$ cat config.mk
export PLATFORM = sky130hd
export DESIGN_NAME = pwm_capture
export DESIGN_NICKNAME = d
export VERILOG_FILES = /design/src/rtl/pwm_capture.sv
export SDC_FILE = /design/constraint.sdc
export NUM_CORES = 1
export LEC_CHECK = 0
export ABC_CLOCK_PERIOD_IN_PS = 3800
export CAP_MARGIN = 15
export CORE_UTILIZATION = 58
export CTS_CLUSTER_DIAMETER = 80
export DETAILED_ROUTE_END_ITERATION = 8
export GPL_TIMING_DRIVEN = 0
export PLACE_DENSITY = 0.81
export SLEW_MARGIN = 20
export SYNTH_ARGS = -nofsm -noshare
export SYNTH_HDL_FRONTEND = slang
export SYNTH_SLANG_ARGS = --single-unit
$ cat constraint.sdc
create_clock -name clk -period 3.8 [get_ports clk]
set_clock_uncertainty 0.1 [all_clocks]
set_input_delay 0.57 -clock clk [delete_from_list [all_inputs] [get_ports clk]]
set_output_delay 0.57 -clock clk [all_outputs]
set_load 0.03 [all_outputs]
$ cat src/rtl/pwm_capture.sv
// PWM capture: reports high time and period of pwm_in in clk cycles once per period,
// with stuck-0/1 detection on timeout. Define PWM_CAP_FILTER_EN to add a glitch filter.
module pwm_capture #(
  parameter int               WIDTH    = 16,
  parameter logic [WIDTH-1:0] TIMEOUT  = 16'd60000,
  parameter int               FILT_LEN = 4
) (
  input  logic             clk,
  input  logic             rst,
  input  logic             pwm_in,
  output logic [WIDTH-1:0] duty_cnt,
  output logic [WIDTH-1:0] period_cnt,
  output logic             valid,
  output logic             stuck,
  output logic             stuck_level
);

  typedef enum logic {IDLE, MEAS} state_t;

  localparam logic [WIDTH-1:0] MAXV = '1;
  localparam logic [WIDTH-1:0] ONE  = WIDTH'(1);

  state_t           state;
  state_t           state_next;
  logic             s0;
  logic             s1;
  logic             lvl;
  logic             lvl_d;
  logic             rise;
  logic             publish;
  logic             timeout_fire;
  logic [WIDTH-1:0] tot;
  logic [WIDTH-1:0] hi;

  always_ff @(posedge clk) begin
    if (rst) begin
      s0    <= 1'b0;
      s1    <= 1'b0;
      lvl_d <= 1'b0;
    end else begin
      s0    <= pwm_in;
      s1    <= s0;
      lvl_d <= lvl;
    end
  end

`ifdef PWM_CAP_FILTER_EN
  localparam int FW = $clog2(FILT_LEN + 1);

  logic          filt;
  logic [FW-1:0] filt_cnt;

  // The filtered level follows s1 only after FILT_LEN consecutive disagreeing samples
  always_ff @(posedge clk) begin
    if (rst) begin
      filt     <= 1'b0;
      filt_cnt <= '0;
    end else if (s1 != filt) begin
      if (filt_cnt == FW'(FILT_LEN - 1)) begin
        filt     <= s1;
        filt_cnt <= '0;
      end else begin
        filt_cnt <= filt_cnt + 1'b1;
      end
    end else begin
      filt_cnt <= '0;
    end
  end

  assign lvl = filt;
`else
  // FILT_LEN only matters when the filter is built in
  logic unused_filt_len;
  assign unused_filt_len = (FILT_LEN > 0);
  assign lvl = s1;
`endif

  assign rise = lvl & ~lvl_d;

  // The rise cycle is the first high cycle of the new period, hence the load of 1
  always_ff @(posedge clk) begin
    if (rst) begin
      tot <= '0;
      hi  <= '0;
    end else if (rise) begin
      tot <= ONE;
      hi  <= ONE;
    end else begin
      if (tot != MAXV) tot <= tot + ONE;
      if (lvl && (hi != MAXV)) hi <= hi + ONE;
    end
  end

  always_ff @(posedge clk) begin
    if (rst) state <= IDLE;
    else     state <= state_next;
  end

  always_comb begin
    state_next   = state;
    publish      = 1'b0;
    timeout_fire = 1'b0;
    case (state)
      IDLE: begin
        if (rise) begin
          state_next = MEAS;
        end else if ((tot == TIMEOUT) && !stuck) begin
          timeout_fire = 1'b1;
        end
      end
      MEAS: begin
        if (rise) begin
          publish = 1'b1;
        end else if (tot == TIMEOUT) begin
          state_next   = IDLE;
          timeout_fire = !stuck;
        end
      end
      default: state_next = IDLE;
    endcase
  end

  // Reported values only move on the cycle valid is high
  always_ff @(posedge clk) begin
    if (rst) begin
      duty_cnt    <= '0;
      period_cnt  <= '0;
      valid       <= 1'b0;
      stuck       <= 1'b0;
      stuck_level <= 1'b0;
    end else begin
      valid <= publish | timeout_fire;
      if (publish) begin
        duty_cnt   <= hi;
        period_cnt <= tot;
        stuck      <= 1'b0;
      end else if (timeout_fire) begin
        duty_cnt    <= lvl ? TIMEOUT : '0;
        period_cnt  <= TIMEOUT;
        stuck       <= 1'b1;
        stuck_level <= lvl;
      end
    end
  end

endmodule
Yosys cells after proc, flatten, opt, wreduce, memory -nomap -nowiden
Index checks and enable logic that the tools add are counted.
Word-level totals
  register bits after elaboration: 71
  input bits: 3
  output and inout port bits: 35
  logic and storage cells: 51
Cells by class
  add/sub/neg operators: 2
  equality and inequality tests: 3
  mux-type cells: 19
  bitwise operators: 5
  reduce and logical (&&, ||, !) cells: 9
Operator list (count)
  $mux W16: 5
  $add A16 B1 Y16 const B: 2
  $ne A16 B16 Y1 const B: 2
  $eq A16 B16 Y1 const B: 1
  $mux W1: 12
  $reduce_bool A2 Y1: 3
  $pmux W1 S2: 2
  $reduce_or A2 Y1: 2
  $not A1 Y1: 3
  $logic_and A1 B1 Y1: 2
  $reduce_and A2 Y1: 1
  $and A1 B1 Y1: 1
  $logic_not A1 Y1: 1
  $or A1 B1 Y1: 1

Depth between registers and ports, before layout
Gate-level depths: netlist of the first run.
  word-level depth: 7
  gate-level depth with buffers: 8
  gate-level depth less buffers: 7

Least setup slack after synthesis of the first run
No wires, ideal clock.
  kind: flip-flop to flip-flop
  start: register tot[0]
  end: register tot[3]
  setup time: 0.128 ns
  arrival time: 1.657 ns
  data required time: 3.572 ns
  slack: 1.915 ns
  cell stages (with the launch flop): 8
  buffers on the path: 1
  period minus slack after synthesis: 1.885 ns
  cell sequence: dfxtp_1 -> ha_1 -> and4_1 -> clkbuf_1 -> nand4_1 -> nand4_1 -> xor2_1 -> nor2_1
On the way
  longest elaborated chain between the ends: 1
RTL lines
  start, declared: RTL line 32  | logic [WIDTH-1:0] tot;
  start signal, assigned: RTL line 89  | if (tot != MAXV) tot <= tot + ONE;
  $add A16 B1 Y16 / $ne A16 B16 Y1 (equally long branches): RTL line 89
Parallel ways exist; a longest one is shown, timed or not.
A chain may end at the register's enable or synchronous reset.

Worst setup path after layout of the first run
  start: register tot[0]
  end: register tot[8]
The elaborated chain is that of the path after synthesis.

==> results of run 1 <==
## cell type report
class                      count  area, sq um  share of cell area
clock inverter                 5         57.6              0.0161
clock buffer                  11          141              0.0394
buffer                        20         92.6              0.0258
timing repair buffer          36          360               0.100
tap                           67         83.8              0.0234
inverter                      12         45.0              0.0126
multi-input combinational    226         1380               0.386
sequential                    71         1420               0.396
## Yosys cell counts (all sizes together)
| cell type | count | area share |
|---|---|---|
| dfxtp | 71 | 0.48 |
| nor2 | 59 | 0.075 |
| nand2 | 22 | 0.028 |
| a22oi | 18 | 0.046 |
| nand4 | 17 | 0.038 |
| xor2 | 15 | 0.045 |
| clkbuf | 13 | 0.017 |
| nand3 | 13 | 0.022 |
| inv | 12 | 0.015 |
| a211oi | 10 | 0.027 |
| a31oi | 9 | 0.019 |
| nor3 | 9 | 0.017 |
| buf | 7 | 0.015 |
| and3 | 6 | 0.013 |
| xnor2 | 6 | 0.018 |
| a21oi | 5 | 0.0085 |
| and4 | 5 | 0.015 |
| mux2i | 4 | 0.014 |
| and2 | 3 | 0.0064 |
| ha | 3 | 0.013 |
| nand2b | 3 | 0.0064 |
| nor2b | 3 | 0.0064 |
| nor4b | 3 | 0.011 |
| o21ai | 2 | 0.0034 |
| a221oi | 1 | 0.0051 |
| a311oi | 1 | 0.0030 |
| mux2 | 1 | 0.0038 |
| nand3b | 1 | 0.0026 |
| nand4b | 1 | 0.0030 |
| nor4bb | 1 | 0.0034 |
| o21a | 1 | 0.0026 |
| o31a | 1 | 0.0060 |
| o41a | 1 | 0.0038 |
| or3 | 1 | 0.0021 |
| or3b | 1 | 0.0030 |
## critical path, stage by stage, from the launching register on
cell	delay [ps]
dfxtp_1	420
ha_1	330
and4_1	220
clkbuf_1	260
nand4_1	420
nand4b_1	260
xor2_1	160
nor2_1	60
## flip-flops by register name (all words and copies together), names as in the netlist
register / count
lvl_d: 1
duty_cnt: 16
s0: 1
state: 1
tot: 16
valid: 1
stuck_level: 1
stuck: 1
hi: 16
lvl: 1
period_cnt: 16
## power by group
group	total (W)	leakage (nW)	internal, W	switching, W
Sequential	0.000756	0.573	0.000750	0.00000647
Combinational	0.0000437	0.557	0.0000139	0.0000298
Clock	0.000607	0.103	0.000321	0.000286
## logic make-up after synthesis
family                     after synthesis
and+or+nand+nor                        148
DFF                                     71
AOI/OAI and AO/OA                       49
buffers and inverters                   32
xor gates and xnor gates                21
muxes                                    5
adders and majority gates                3
## routing by layer
metal	vias to the layer above	global-route usage	wire, microns
met3	13	0.0525	318
met5	-	0	0
met2	72	0.421	3090
li1	1249	-	-
met4	0	0.148	142
met1	1191	0.387	3210
## worst paths after layout
check / start / to / slack [ps]
setup / recovery: tot[0] / tot[8] / 1450
hold / removal: period_cnt[9] / period_cnt[9] / 360
setup reg to reg: tot[0] / tot[8] / 1450
hold reg to reg: period_cnt[9] / period_cnt[9] / 360
## through the flow
step            util  std cells  total power [W]  cell area (sq um)
2_1_floorplan      -        329         0.000802               2940
3_3_place_gp   0.703        432         0.000815               3390
3_5_place_dp   0.703        432         0.000817               3390
4_1_cts        0.744        448          0.00141               3590
5_1_grt        0.744        448          0.00144               3590
6_report       0.744        448          0.00141               3590
==> results.txt, run 1 <==
# DRC -> 0
fraction of layout cells with a size suffix above 1 -> 0.0787
largest net degree at the start of global routing -> 13
Die Height -> 73.2 microns
Setup Buffers After CTS -> 0
Crit Path Category -> register to register
CTS Hold Buffers Added -> 0
final wirelength -> 6760 microns
Tmin final -> 2350 ps
Ports -> 38
WL/cell -> 15.1 microns
pre-CTS setup slack -> 1490 ps
largest family of logic cells by synthesized area -> simple AND/OR/NAND/NOR gates
simple-gate share of the synthesized area -> 0.253
Routability Congestion -> 0.885
DRT antenna net count -> 0
post-synth cell types -> 42
total gr overflow -> 0
worst hold margin -> 356 ps
first-pass GRT wire length -> 11000 microns
Clock Tree Buf Depth -> 2
Final Max Tran Viols -> 0
CTS buffer count -> 9
Worst-Margin Slew -> 792 ps
Clock Latency Late Sink -> 350 ps
TNS Setup -> 0 ps
1st-pass router iterations -> 4
fraction of the mapped netlist area in adder cells -> 0.0128
commonest cells after routing, fill and taps aside -> dfxtp_1 (71), nor2_1 (59), clkdlybuf4s50_1 (36)
number of antenna violations at the first check in global routing -> 0
Startpoint Class -> register
Hold WC Path Type -> register to register
Num Clock Sinks -> 71
WP data required -> 3930 ps
full die area -> 0.00536 sq mm
Core Area -> 0.00482 sq mm
final setup margin -> 1450 ps
Post-Synth XOR/XNOR Area -> 0.0625
Area Growth Syn to Fin -> 21.9%
YS warnings -> 0
Starting Density -> 0.611
crit path max fanout -> 9
multiplexer share of the synthesized area -> 0.0174
hold depth -> 2
CTS tree -> done
number of global-route vias before repair -> 2258
Max IR drop VDD -> 286 uV
Synth Register Bits -> 71
routed vias -> 2525
max-cap violations -> 0
Compound-Gate Fraction of Synth Area -> 0.125
FP Rows -> 25
Slew Limit Headroom -> 0.468
Hold Violations, Final -> 0
leakage power -> 1.23 nW
via/cell ratio -> 5.64
Final setup viols -> 0
Final Cycle Share -> 0.620
Die X-Extent -> 73.2 microns
Root Buffer -> clkbuf_8
Resized cells post-CTS -> 0
DP HPWL -> 4670 microns
FMAX -> 425 MHz
n_diodes -> 0
Post-Syn Area per Cell -> 8.94 sq um
outcome -> completed
Power Density -> 392 mW/mm^2
Worst-path clk slew -> 80 ps
CP Capture Type -> register
Gate Count Post-Synth -> 329
Tot GR Track Use -> 0.282
FF-to-FF path depth -> 7
sequential share of the synthesized area -> 0.483
buffers added on ports -> 36
RSZ-0062 raised after global routing -> false
Fill cells -> 406
Synthesized Nets -> 335
final net count -> 382
most common cell after layout, fill and taps aside -> dfxtp_1
CTS H-Tree Depth -> 3
Critical Path AT -> 2480 ps
iteration-0 DRC count of the detailed router -> 171
mapped cell area -> 0.00294 sq mm
Power figures use the tool's default switching activity.
==> run 2, diff against run 1 <==
Settings changed: ABC_CLOCK_PERIOD_IN_PS 3800 to 2500, CORE_UTILIZATION 58 to 54, PLACE_DENSITY 0.81 to 0.76.
Clock period 3.8 ns to 2.5 ns, I/O delays scaled along.
==> run 2 against run 1 <==
Fmax increased by 9.4%. Critical path type unchanged. Critical endpoint is now hi[11]. Sequential share of layout area decreased by 0.27 points. Clock-buffer cell count fell by 1.
==> results.txt, run 2 (synthesis results as in run 1) <==
CTS buffer count -> 9 (unchanged)
FF/Latch Area -> 0.00142 sq mm (unchanged)
n_diodes -> 0 (unchanged)
FMAX -> 465 MHz (+9.4%)
via/cell ratio -> 5.53 (-1.8%)
Num Clock Sinks -> 71 (unchanged)
final net count -> 383 (+0.26%)
Fill cells -> 406 (unchanged)
crit path max fanout -> 6 (-3)
Startpoint Class -> register
worst stage delay on the critical path -> 660 ps (+240 ps)
Area Growth Syn to Fin -> 22.7%
FF-to-FF path depth -> 6 (-1)
Starting Density -> 0.569 (-0.0420)
Root Buffer -> clkbuf_8
Crit-path slowest cell -> nor3_1
DP HPWL -> 4660 microns (-0.25%)
Worst-Margin Slew -> 734 ps (-57.7 ps)
first-pass GRT wire length -> 10700 microns (-2.8%)
Power Density -> 610 mW/mm^2 (+55%)
1st-pass router iterations -> 4 (unchanged)
min-delay src -> rst
Final Max Tran Viols -> 0 (unchanged)
TNS Setup -> 0 ps (unchanged)
Tmin final -> 2150 ps (-203 ps)
R2R Path Start -> hi[0]
final wirelength -> 6660 microns (-1.6%)
Ports -> 38 (unchanged)
CTS H-Tree Depth -> 3 (unchanged)
largest net degree at the start of global routing -> 13 (unchanged)
leakage power -> 1.24 nW (+0.26%)
number of antenna violations at the first check in global routing -> 0 (unchanged)
full die area -> 0.00575 sq mm (+7.2%)
CP Cell Sequence -> ha_1 -> nand4_1 -> nor3_1 -> nor3_1 -> xnor2_1 -> nor2_1
Clock Latency Late Sink -> 350 ps (about the same)
Hold Violations, Final -> 0 (unchanged)
WP data required -> 2620 ps (-1310 ps)
Resized cells post-CTS -> 0 (unchanged)
CTS tree -> done
Multi-input gate area -> 0.00138 sq mm (unchanged)
Finished Cell Area -> 0.00361 sq mm (+0.70%)
Worst R2R End -> hi[11]
commonest cells after routing, fill and taps aside -> dfxtp_1 (71), nor2_1 (59), clkdlybuf4s50_1 (36)
DRT antenna net count -> 0 (unchanged)
placed inst area -> 0.00339 sq mm (+0.11%)
number of global-route vias before repair -> 2269 (+0.49%)
Final Cycle Share -> 0.861 (+0.241)
routed vias -> 2501 (-0.95%)
CP Capture Type -> register
Die Height -> 75.8 microns (+3.5%)
CTS Hold Buffers Added -> 0 (unchanged)
R2R Setup Slk -> 350 ps (-1100 ps)
fraction of layout cells with a size suffix above 1 -> 0.0812 (+0.00241)
Routability Congestion -> 0.826 (-6.7%)
CP dominant cell by count -> nor3_1
max-cap violations -> 0 (unchanged)
Die X-Extent -> 75.8 microns (+3.5%)
Tot GR Track Use -> 0.257 (-0.0250)
Crit Path Category -> register to register
Slew Limit Headroom -> 0.507 (+0.0388)
# DRC -> 0 (unchanged)
hold depth -> 2 (unchanged)
Max IR drop VDD -> 345 uV (+21%)
Critical Path AT -> 2280 ps (-200 ps)
most common cell after layout, fill and taps aside -> dfxtp_1
WL/cell -> 14.7 microns (-2.5%)
outcome -> completed
Worst-path clk slew -> 70 ps (about the same)
Core Area -> 0.00517 sq mm (+7.4%)
Clock Tree Buf Depth -> 2 (unchanged)
Hold WC Path Type -> input port to register
buffers added on ports -> 36 (unchanged)
total gr overflow -> 0 (unchanged)
iteration-0 DRC count of the detailed router -> 196 (+15%)
RSZ-0062 raised after global routing -> false
FP Rows -> 26 (+4.0%)
Final setup viols -> 0 (unchanged)
Hold Crit Endpoint -> lvl
[run 2: changes by cell type in the layout (fill, tap and decap cells not counted), sizes merged]
cell      previous run  this run
clkinvlp             0         2
bufinv               1         2
buf                  7         8
clkinv               4         2
clkbuf              24        23
[run 2: worst max-delay path by stage]
stage / from / end / slack [ps] / cells after the start
global route: hi[0] / hi[9] / 150 / 6
finish: hi[0] / hi[11] / 350 / 6
global placement: tot[0] / tot[3] / 260 / 7
detailed placement: tot[0] / tot[3] / 250 / 7
CTS: tot[0] / tot[3] / 220 / 7
floorplan: tot[0] / tot[3] / 620 / 7
[run 2: final cells by class]
class                      instances  area share
inverter                          12      0.0125
tap                               70      0.0243
multi-input combinational        226       0.383
sequential                        71       0.394
timing repair buffer              37       0.102
clock inverter                     6      0.0236
clock buffer                      10      0.0353
buffer                            20      0.0256
[run 2: report_power, final]
group	internal (W)	switching, W
registers	0.00114	0.00000980
logic	0.0000213	0.0000454
clock network	0.000558	0.000427
[run 2: worst max-delay path, delay by kind of cell, from the launching register on]
family                     cells  cell delay (ps)
xor gates and xnor gates       1              170
and+or+nand+nor                4             1070
DFF                            1              400
adders and majority gates      1              280
[run 2: stage by stage]
step,setup slack [ps],utilization,hold slack [ps],std cells,power (W)
final,348,0.698,211,452,0.00220
after global routing,153,0.698,250,452,0.00226
after detailed placement,251,0.656,335,435,0.00124
after floorplan,615,-,314,329,0.00122
after CTS,221,0.697,209,451,0.00222
after global placement,261,0.656,323,435,0.00124
[run 2: what timing repair did]
| item | 4_1_cts | 5_1_grt |
|---|---|---|
| setup endpoints to repair | 0 | 1 |
| endpoints found under the hold margin | 0 | 0 |
| buffers inserted | 0 | 1 |
[run 2: layer usage]
| layer | wire length (microns) | track usage | share of wire | vias up |
|---|---|---|---|---|
| met1 | 3280 | 0.345 | 0.49 | 1169 |
| met3 | 256 | 0.0503 | 0.038 | 9 |
| met2 | 3000 | 0.402 | 0.45 | 71 |
| met5 | 0 | 0 | 0 | - |
| li1 | - | - | - | 1252 |
| met4 | 115 | 0.111 | 0.017 | 0 |
